[src/rtl/lcd_temp_drv.sv]
// ============================================================================
// Module   : lcd_temp_drv
// Purpose  : 4-digit multiplexed 7-segment driver for a BCD temperature C DU.d
// Revision : 1.0 - initial release
// ============================================================================
`default_nettype none

module lcd_temp_drv #(
  parameter int SCAN_DIV     = 50000,
  parameter int BLANK_CYCLES = 16,
  parameter bit LZ_BLANK     = 1'b1
) (
  input  logic       clk,
  input  logic       rst,
  input  logic       load,
  input  logic       centena,
  input  logic [3:0] dezena,
  input  logic [3:0] unidade,
  input  logic [3:0] decimos,
  output logic [7:0] seg,
  output logic [3:0] dig,
  output logic       frame_start,
  output logic       pending
);

  localparam int             CW      = (SCAN_DIV > 1) ? $clog2(SCAN_DIV) : 1;
  localparam logic [CW-1:0]  c_last  = CW'(SCAN_DIV - 1);
  localparam logic [CW-1:0]  c_blank = CW'(BLANK_CYCLES);

  logic [CW-1:0] r_cnt;
  logic [1:0]    r_slot;
  logic          r_act_c, r_pnd_c;
  logic [3:0]    r_act_d, r_act_u, r_act_t;
  logic [3:0]    r_pnd_d, r_pnd_u, r_pnd_t;
  logic          r_pending;
  logic [7:0]    r_seg;
  logic [3:0]    r_dig;
  logic          r_fs;

  logic          w_wrap, w_boundary, w_lz;
  logic [3:0]    w_val;
  logic [7:0]    w_seg_nxt;
  logic [3:0]    w_dig_nxt;
  logic          w_fs_nxt;

  // Active-low gfedcba; out-of-range BCD renders as a dash.
  function automatic logic [6:0] f_seg7(input logic [3:0] v);
    case (v)
      4'd0:    f_seg7 = 7'b1000000;
      4'd1:    f_seg7 = 7'b1111001;
      4'd2:    f_seg7 = 7'b0100100;
      4'd3:    f_seg7 = 7'b0110000;
      4'd4:    f_seg7 = 7'b0011001;
      4'd5:    f_seg7 = 7'b0010010;
      4'd6:    f_seg7 = 7'b0000010;
      4'd7:    f_seg7 = 7'b1111000;
      4'd8:    f_seg7 = 7'b0000000;
      4'd9:    f_seg7 = 7'b0010000;
      default: f_seg7 = 7'b0111111;
    endcase
  endfunction

  always_comb begin
    w_wrap     = (r_cnt == c_last);
    w_boundary = w_wrap && (r_slot == 2'd3);
    w_fs_nxt   = (r_slot == 2'd0) && (r_cnt == '0);
    case (r_slot)
      2'd0:    w_val = r_act_t;
      2'd1:    w_val = r_act_u;
      2'd2:    w_val = r_act_d;
      default: w_val = {3'b000, r_act_c};
    endcase
    w_lz = LZ_BLANK && !r_act_c &&
           ((r_slot == 2'd3) || ((r_slot == 2'd2) && (r_act_d == 4'd0)));
    w_seg_nxt = 8'hFF;
    w_dig_nxt = 4'hF;
    if (r_cnt >= c_blank) begin
      w_dig_nxt = ~(4'b0001 << r_slot);
      // Blanked leading zeros keep the digit enabled so duty stays uniform.
      if (!w_lz) begin
        w_seg_nxt = {(r_slot != 2'd1), f_seg7(w_val)};
      end
    end
  end

  always_ff @(posedge clk or posedge rst) begin
    if (rst) begin
      r_cnt     <= '0;
      r_slot    <= 2'd0;
      r_act_c   <= 1'b0;
      r_act_d   <= 4'd0;
      r_act_u   <= 4'd0;
      r_act_t   <= 4'd0;
      r_pnd_c   <= 1'b0;
      r_pnd_d   <= 4'd0;
      r_pnd_u   <= 4'd0;
      r_pnd_t   <= 4'd0;
      r_pending <= 1'b0;
      r_seg     <= 8'hFF;
      r_dig     <= 4'hF;
      r_fs      <= 1'b0;
    end else begin
      r_cnt <= w_wrap ? '0 : r_cnt + 1'b1;
      if (w_wrap) begin
        r_slot <= r_slot + 2'd1;
      end
      r_seg <= w_seg_nxt;
      r_dig <= w_dig_nxt;
      r_fs  <= w_fs_nxt;
      // Active digits only change at the frame boundary; a coincident load bypasses the buffer.
      if (w_boundary) begin
        if (load) begin
          r_act_c   <= centena;
          r_act_d   <= dezena;
          r_act_u   <= unidade;
          r_act_t   <= decimos;
          r_pending <= 1'b0;
        end else if (r_pending) begin
          r_act_c   <= r_pnd_c;
          r_act_d   <= r_pnd_d;
          r_act_u   <= r_pnd_u;
          r_act_t   <= r_pnd_t;
          r_pending <= 1'b0;
        end
      end else if (load) begin
        r_pnd_c   <= centena;
        r_pnd_d   <= dezena;
        r_pnd_u   <= unidade;
        r_pnd_t   <= decimos;
        r_pending <= 1'b1;
      end
    end
  end

  assign seg         = r_seg;
  assign dig         = r_dig;
  assign frame_start = r_fs;
  assign pending     = r_pending;

endmodule

`default_nettype wire

[config.mk]
export PLATFORM = sky130hd
export DESIGN_NAME = lcd_temp_drv
export DESIGN_NICKNAME = d
export VERILOG_FILES = /design/src/rtl/lcd_temp_drv.sv
export SDC_FILE = /design/constraint.sdc
export NUM_CORES = 1
export LEC_CHECK = 0
export ABC_AREA = 1
export CORE_ASPECT_RATIO = 1.1
export CORE_UTILIZATION = 45
export CTS_CLUSTER_SIZE = 24
export DETAILED_ROUTE_END_ITERATION = 8
export MAX_ROUTING_LAYER = met4
export PLACE_DENSITY = 0.68
export SLEW_MARGIN = 20
export SYNTH_ARGS = -nofsm -noshare
export SYNTH_HDL_FRONTEND = slang
export SYNTH_SLANG_ARGS = --single-unit
[constraint.sdc]
create_clock -name clk -period 1.85 [get_ports clk]
set_clock_uncertainty 0.05 [all_clocks]
set_input_delay 0.4625 -clock clk [delete_from_list [all_inputs] [get_ports clk]]
set_output_delay 0.4625 -clock clk [all_outputs]
set_load 0.1 [all_outputs]
==> metrics.txt, run 1 <==
status completed; Post-synth ARST share 100%; final-stage net count 439; fraction of layout cells with a size suffix above 1 27.8%; Placement Setup Slack 10.4 ps; site row count 31; vias in the first global route 2,417; number of synthesized flops with an enable pin 0; Via density 4.94; ANT cells 0; CTS tree yes; IO Count 30; Tcrit/Tclk final 96.6%; synth unique cells 30; CTS root buf clkbuf_8; first-pass GRT wire length 10,700 microns; Post-Layout Cell Count 500; syn_nets 387; Max VDD drop 0.000514 V; placed insts 478; cts hold-fix bufs 0; Starting Density 46.5%; wire length per cell 12.1 microns; Post-Route WL 6050 microns; Die X 80.7 microns; Synth area leaders dfrtp_1, nand2_1, dfstp_2, nand3_1, mux2_2; Rel. slew slack 77.8%; slowest stage cell, crit path dfrtp_1; Synth Flop Type dfrtp_1; CTS Buf Count 9; H-tree levels 3; GP Congestion 0.898; Mapped Area 3070 sq um; flops & latches, synth 57; commonest cells in the netlist nand2_1, dfrtp_1, nand3_1, nor2_1, inv_1; clk slew on worst S/H paths 70 ps; yosys warns 0; Die Ht 88.6 microns; Synth top area share 37.5%; Clock Latency Late Sink 340 ps; vias 2,469; Fin. Hold Viols 0; Setup CP Type reg2reg; grt ovf 0; critical-path cell list buf_4 > ha_2 > nand2_1 > nand2_2 > o21bai_4 > ha_4 > or2_2 > nand2_1; Final Critical Period 1790 ps; endpoint class of the critical path flop; Static Leak 2.01 nW; Fmax achieved 560 MHz; post-route worst setup slack 62.7 ps; HP Class in2async; post-synthesis cell count 361; crit path DAT 2020 ps; overall fraction of global-route tracks in use 20.3%; most frequent CP cell nand2_1; DIE AREA 7150 sq um; cell taking the most area after synthesis dfrtp_1; drt drc 0; Worst-Margin Slew 331 ps; Avg Cell Area, Syn 8.50 sq um; max-slew violations 0; most instantiated library cell after synthesis nand2_1; Routed Antenna Nets 0; Setup TNS 0 ps; Max Buffers Root-to-Sink 2; WP data required 2080 ps; Port Buf Inserts 29; final setup fails 0; Final HPWL DP 4400 microns; worst-path fanout max 4; initial antenna violation count 0; MaxCap Viol Count 0; power per cell area 702 nW/um^2; CP peak stage delay 420 ps; drt initial violations 135; core region area 6590 sq um; sequential element share of the synthesized area 46.9%; drt first pass iters 4; Worst setup SP type flop; Area growth, synth to finish 30.8%; largest net degree at the start of global routing 32; Sink Count 57
## sequential cells by signal (all words and copies together), names as in the netlist
name / count
r_act_t: 4
r_cnt: 16
r_pnd_d: 4
seg: 7
r_act_c: 1
r_pnd_c: 1
r_act_u: 4
pending: 1
frame_start: 1
r_act_d: 4
r_pnd_u: 4
r_slot: 2
r_pnd_t: 4
dig: 4
## layout make-up
cell class / count / area, sq um
Inverter: 33 / 128
Multi-Input combinational cell: 261 / 1450
Timing Repair Buffer: 51 / 658
Clock inverter: 4 / 73.8
Tap cell: 82 / 103
Sequential cell: 57 / 1440
Fill cell: 575 / 2580
Clock buffer: 12 / 165
## cells by family (layout without fill, tap and decap cells)
kind of cell	after synthesis	count (layout)	synth area share, %
mux	13	13	4.77
flops	57	57	46.9
fa+ha+maj	10	10	4.08
compound gates	12	12	2.12
buf+inv	43	100	7.05
simple gates	218	218	32.8
xor+xnor	8	8	2.28
## routing by layer
layer,global-route usage (%),vias to the layer above,wire length (microns)
met1,24.7,1154,2780
met4,8.44,0,136
li1,-,1240,-
met3,4.02,14,215
met2,33.1,61,2920
met5,-,-,0
## worst max-delay path: cells and delay by family, from the launching register on
family                   cells  cell delay (ps)
buffers and inverters        1              150
adder cells (fa/ha/maj)      2              400
AND/OR/NAND/NOR              4              520
flip-flops                   1              420
AO/OA/AOI/OAI                1              180
## through the flow
step	util [%]	area, sq um	hold WS, ps	total power, mW
4_1_cts	59.5	3920	372	2.84
2_1_floorplan	-	3070	388	1.40
3_3_place_gp	55.9	3680	400	1.46
5_1_grt	60.9	4010	399	2.91
6_report	60.9	4010	372	2.82
3_5_place_dp	55.9	3680	405	1.46
## cell usage in the layout, fill, tap and decap left out, types with 8 or more instances in the layout
cell	Yosys	layout
buf_12	1	19
buf_4	2	17
clkbuf_8	0	12
clkdlybuf4s50_1	0	15
dfrtp_1	46	46
dfstp_2	11	11
inv_1	30	26
mux2_2	13	13
nand2_1	104	103
nand2_2	16	17
nand3_1	44	44
nor2_1	35	35
xor2_1	8	8
## repair_timing
item,4_1_cts,5_1_grt
resized for setup,0,11
buffers inserted,0,6
endpoints found under the setup margin,0,20
## power by group
| group | internal [mW] | leakage [nW] | switching [mW] | total [mW] |
|---|---|---|---|---|
| sequential | 1.27 | 0.714 | 0.0130 | 1.29 |
| clock | 0.869 | 0.123 | 0.511 | 1.38 |
| combinational | 0.0812 | 1.18 | 0.0726 | 0.154 |
## worst paths after layout
check	end	slack [ps]	depth (start not counted)	start
max in group asynchronous	seg[2]	870	3	rst
min	r_cnt[15]	370	2	rst
min in group clk	r_pnd_c	420	2	r_pnd_c
max	seg[1]	60	8	r_slot[1]
max reg2reg	seg[1]	60	8	r_slot[1]
min reg2reg	r_pnd_c	420	2	r_pnd_c
Note: power is estimated with default switching activity, not from simulation.
==> inputs of run 2 (changes only) <==
--- a/config.mk
+++ b/config.mk
@@ -8,6 +8,7 @@
 export ABC_AREA = 1
 export CORE_ASPECT_RATIO = 1.1
 export CORE_UTILIZATION = 45
+export CTS_BUF_LIST = sky130_fd_sc_hd__clkbuf_16
 export CTS_CLUSTER_SIZE = 24
 export DETAILED_ROUTE_END_ITERATION = 8
 export MAX_ROUTING_LAYER = met4
==> run 2 against run 1 <==
Compared with the run above: count of clock-buffer cells in the layout is 3 lower; cell count is 0.40% lower; critical path depth is 1 higher; core utilization is 0.47 points higher; routed wire length is 2.1% higher; critical path type unchanged; sequential share of layout area is 0.28 points lower; cell area is 0.78% higher; worst hold slack better by 21 ps; global-route usage is 0.18 points higher; via count is 0.77% higher.
==> metrics.txt, run 2 (synthesis gave the netlist of run 1 again) <==
status completed; slowest stage cell, crit path dfrtp_1; Fmax achieved 548 MHz; most frequent CP cell nand2_1; CTS tree yes; Top reg by flops r_cnt; power per cell area 780 nW/um^2; vias 2,488; Final HPWL DP 4400 microns; Layout Utilization 61.3%; overall fraction of global-route tracks in use 20.5%; vias in the first global route 2,429; Setup TNS 0 ps; CP peak stage delay 410 ps; Static Leak 2.03 nW; Port Buf Inserts 29; Fin. Hold Viols 0; CTS root buf clkbuf_16; wire length per cell 12.4 microns; drt initial violations 113; Final Critical Period 1820 ps; core region area 6590 sq um; fraction of layout cells with a size suffix above 1 25.2%; Worst setup SP type flop; IO Count 30; HP Class in2async; max reg flops 16; Area growth, synth to finish 31.8%; Worst-Margin Slew 307 ps; CTS Buf Count 9; placed cell areas 3680 sq um; Setup CP Type reg2reg; Rel. slew slack 79.4%; Sink Count 57; fin area 4050 sq um; WP data required 2070 ps; grt ovf 0; ANT cells 0; Starting Density 46.5%; first-pass GRT wire length 10,700 microns; # fillers 573; Via density 5.00; Die Ht 88.6 microns; Max VDD drop 0.000522 V; most frequent cells in the layout nand2_1, dfrtp_1, nand3_1, nor2_1, inv_1; WP buf/inv 2; worst-path fanout max 4; drt first pass iters 4; MaxCap Viol Count 0; Routed Antenna Nets 0; Tcrit/Tclk final 98.6%; clk slew on worst S/H paths 50 ps; multi-input logic area 1420 sq um; site row count 31; initial antenna violation count 0; H-tree levels 3; Reg area 1440 sq um; Die X 80.7 microns; crit path DAT 2040 ps; max-slew violations 0; final setup fails 0; drt drc 0; Largest delay share family, worst path simple AND/OR/NAND/NOR gates; GP Congestion 0.898; final-stage net count 437; commonest non-fill, non-tap cell in the layout nand2_1; endpoint class of the critical path flop; Max Buffers Root-to-Sink 2; critical-path cell list inv_1 > ha_1 > nand2_1 > nand3_1 > nand2_1 > inv_1 > ha_1 > or2_2 > nand2_1; DIE AREA 7150 sq um; largest net degree at the start of global routing 32; R2R Setup Slk 30 ps; unrepaired setup endpoints after global routing yes; Clock Latency Late Sink 320 ps; Final Power 3.15 mW; Post-Route WL 6180 microns
[run 2: cell types whose count changed in the layout (fill, tap and decap cells not counted), moves of 2 or more]
cell | previous run | this run
clkinv_1 | 0 | 3
inv_1 | 26 | 29
ha_2 | 3 | 1
buf_4 | 17 | 15
inv_2 | 6 | 3
ha_1 | 6 | 9
clkbuf_8 | 12 | 0
clkbuf_16 | 0 | 9
[run 2: repair_timing]
item / in CTS / in global routing
endpoints found under the hold margin: 0 / 0
hold buffers: 0 / 0
setup endpoints to repair: 0 / 19
resized for setup: 0 / 4
setup buffers: 0 / 4
[run 2: worst paths after layout]
kind                            startpoint         to  depth (start not counted)
worst max-delay path             r_slot[0]     seg[1]                          9
worst min-delay path                   rst  r_cnt[15]                          2
worst max register to register   r_slot[0]     seg[1]                          9
worst min register to register     r_pnd_c    r_pnd_c                          2
max in group asynchronous              rst     seg[2]                          3
min in group clk                   r_pnd_c    r_pnd_c                          2
[run 2: final cells by class]
cell class / count / share of cell area [%]
multi-input cells: 261 / 35.1
flip-flops and latches: 57 / 35.6
well taps: 82 / 2.54
repair buffers: 49 / 15.9
clock inverters: 7 / 2.10
clock buffers: 9 / 5.57
inverters: 33 / 3.15
[run 2: per-stage QoR]
| step | hold WS [ps] | cells | setup WS (ps) |
|---|---|---|---|
| final | 392 | 498 | 25.9 |
| after global routing | 425 | 498 | -75.4 |
| after detailed placement | 405 | 478 | 10.4 |
| after global placement | 400 | 478 | 44.6 |
| after floorplan | 388 | 361 | 9.34 |
| after CTS | 397 | 494 | 16.7 |
[run 2: routing by layer]
layer	global-route usage [%]	vias to the layer above	wire length (microns)	part of all wire [%]
li1	-	1242	-	-
met1	24.6	1175	2800	45
met2	33.7	56	3030	49
met3	4.02	15	206	3.3
met4	8.93	0	143	2.3
met5	-	-	0	0
[run 2: where the power goes]
| group | switching (mW) | leakage [nW] | total (mW) | internal [mW] |
|---|---|---|---|---|
| combinational | 0.0735 | 1.17 | 0.155 | 0.0812 |
| clock | 0.548 | 0.152 | 1.71 | 1.16 |
| sequential | 0.0132 | 0.714 | 1.29 | 1.28 |
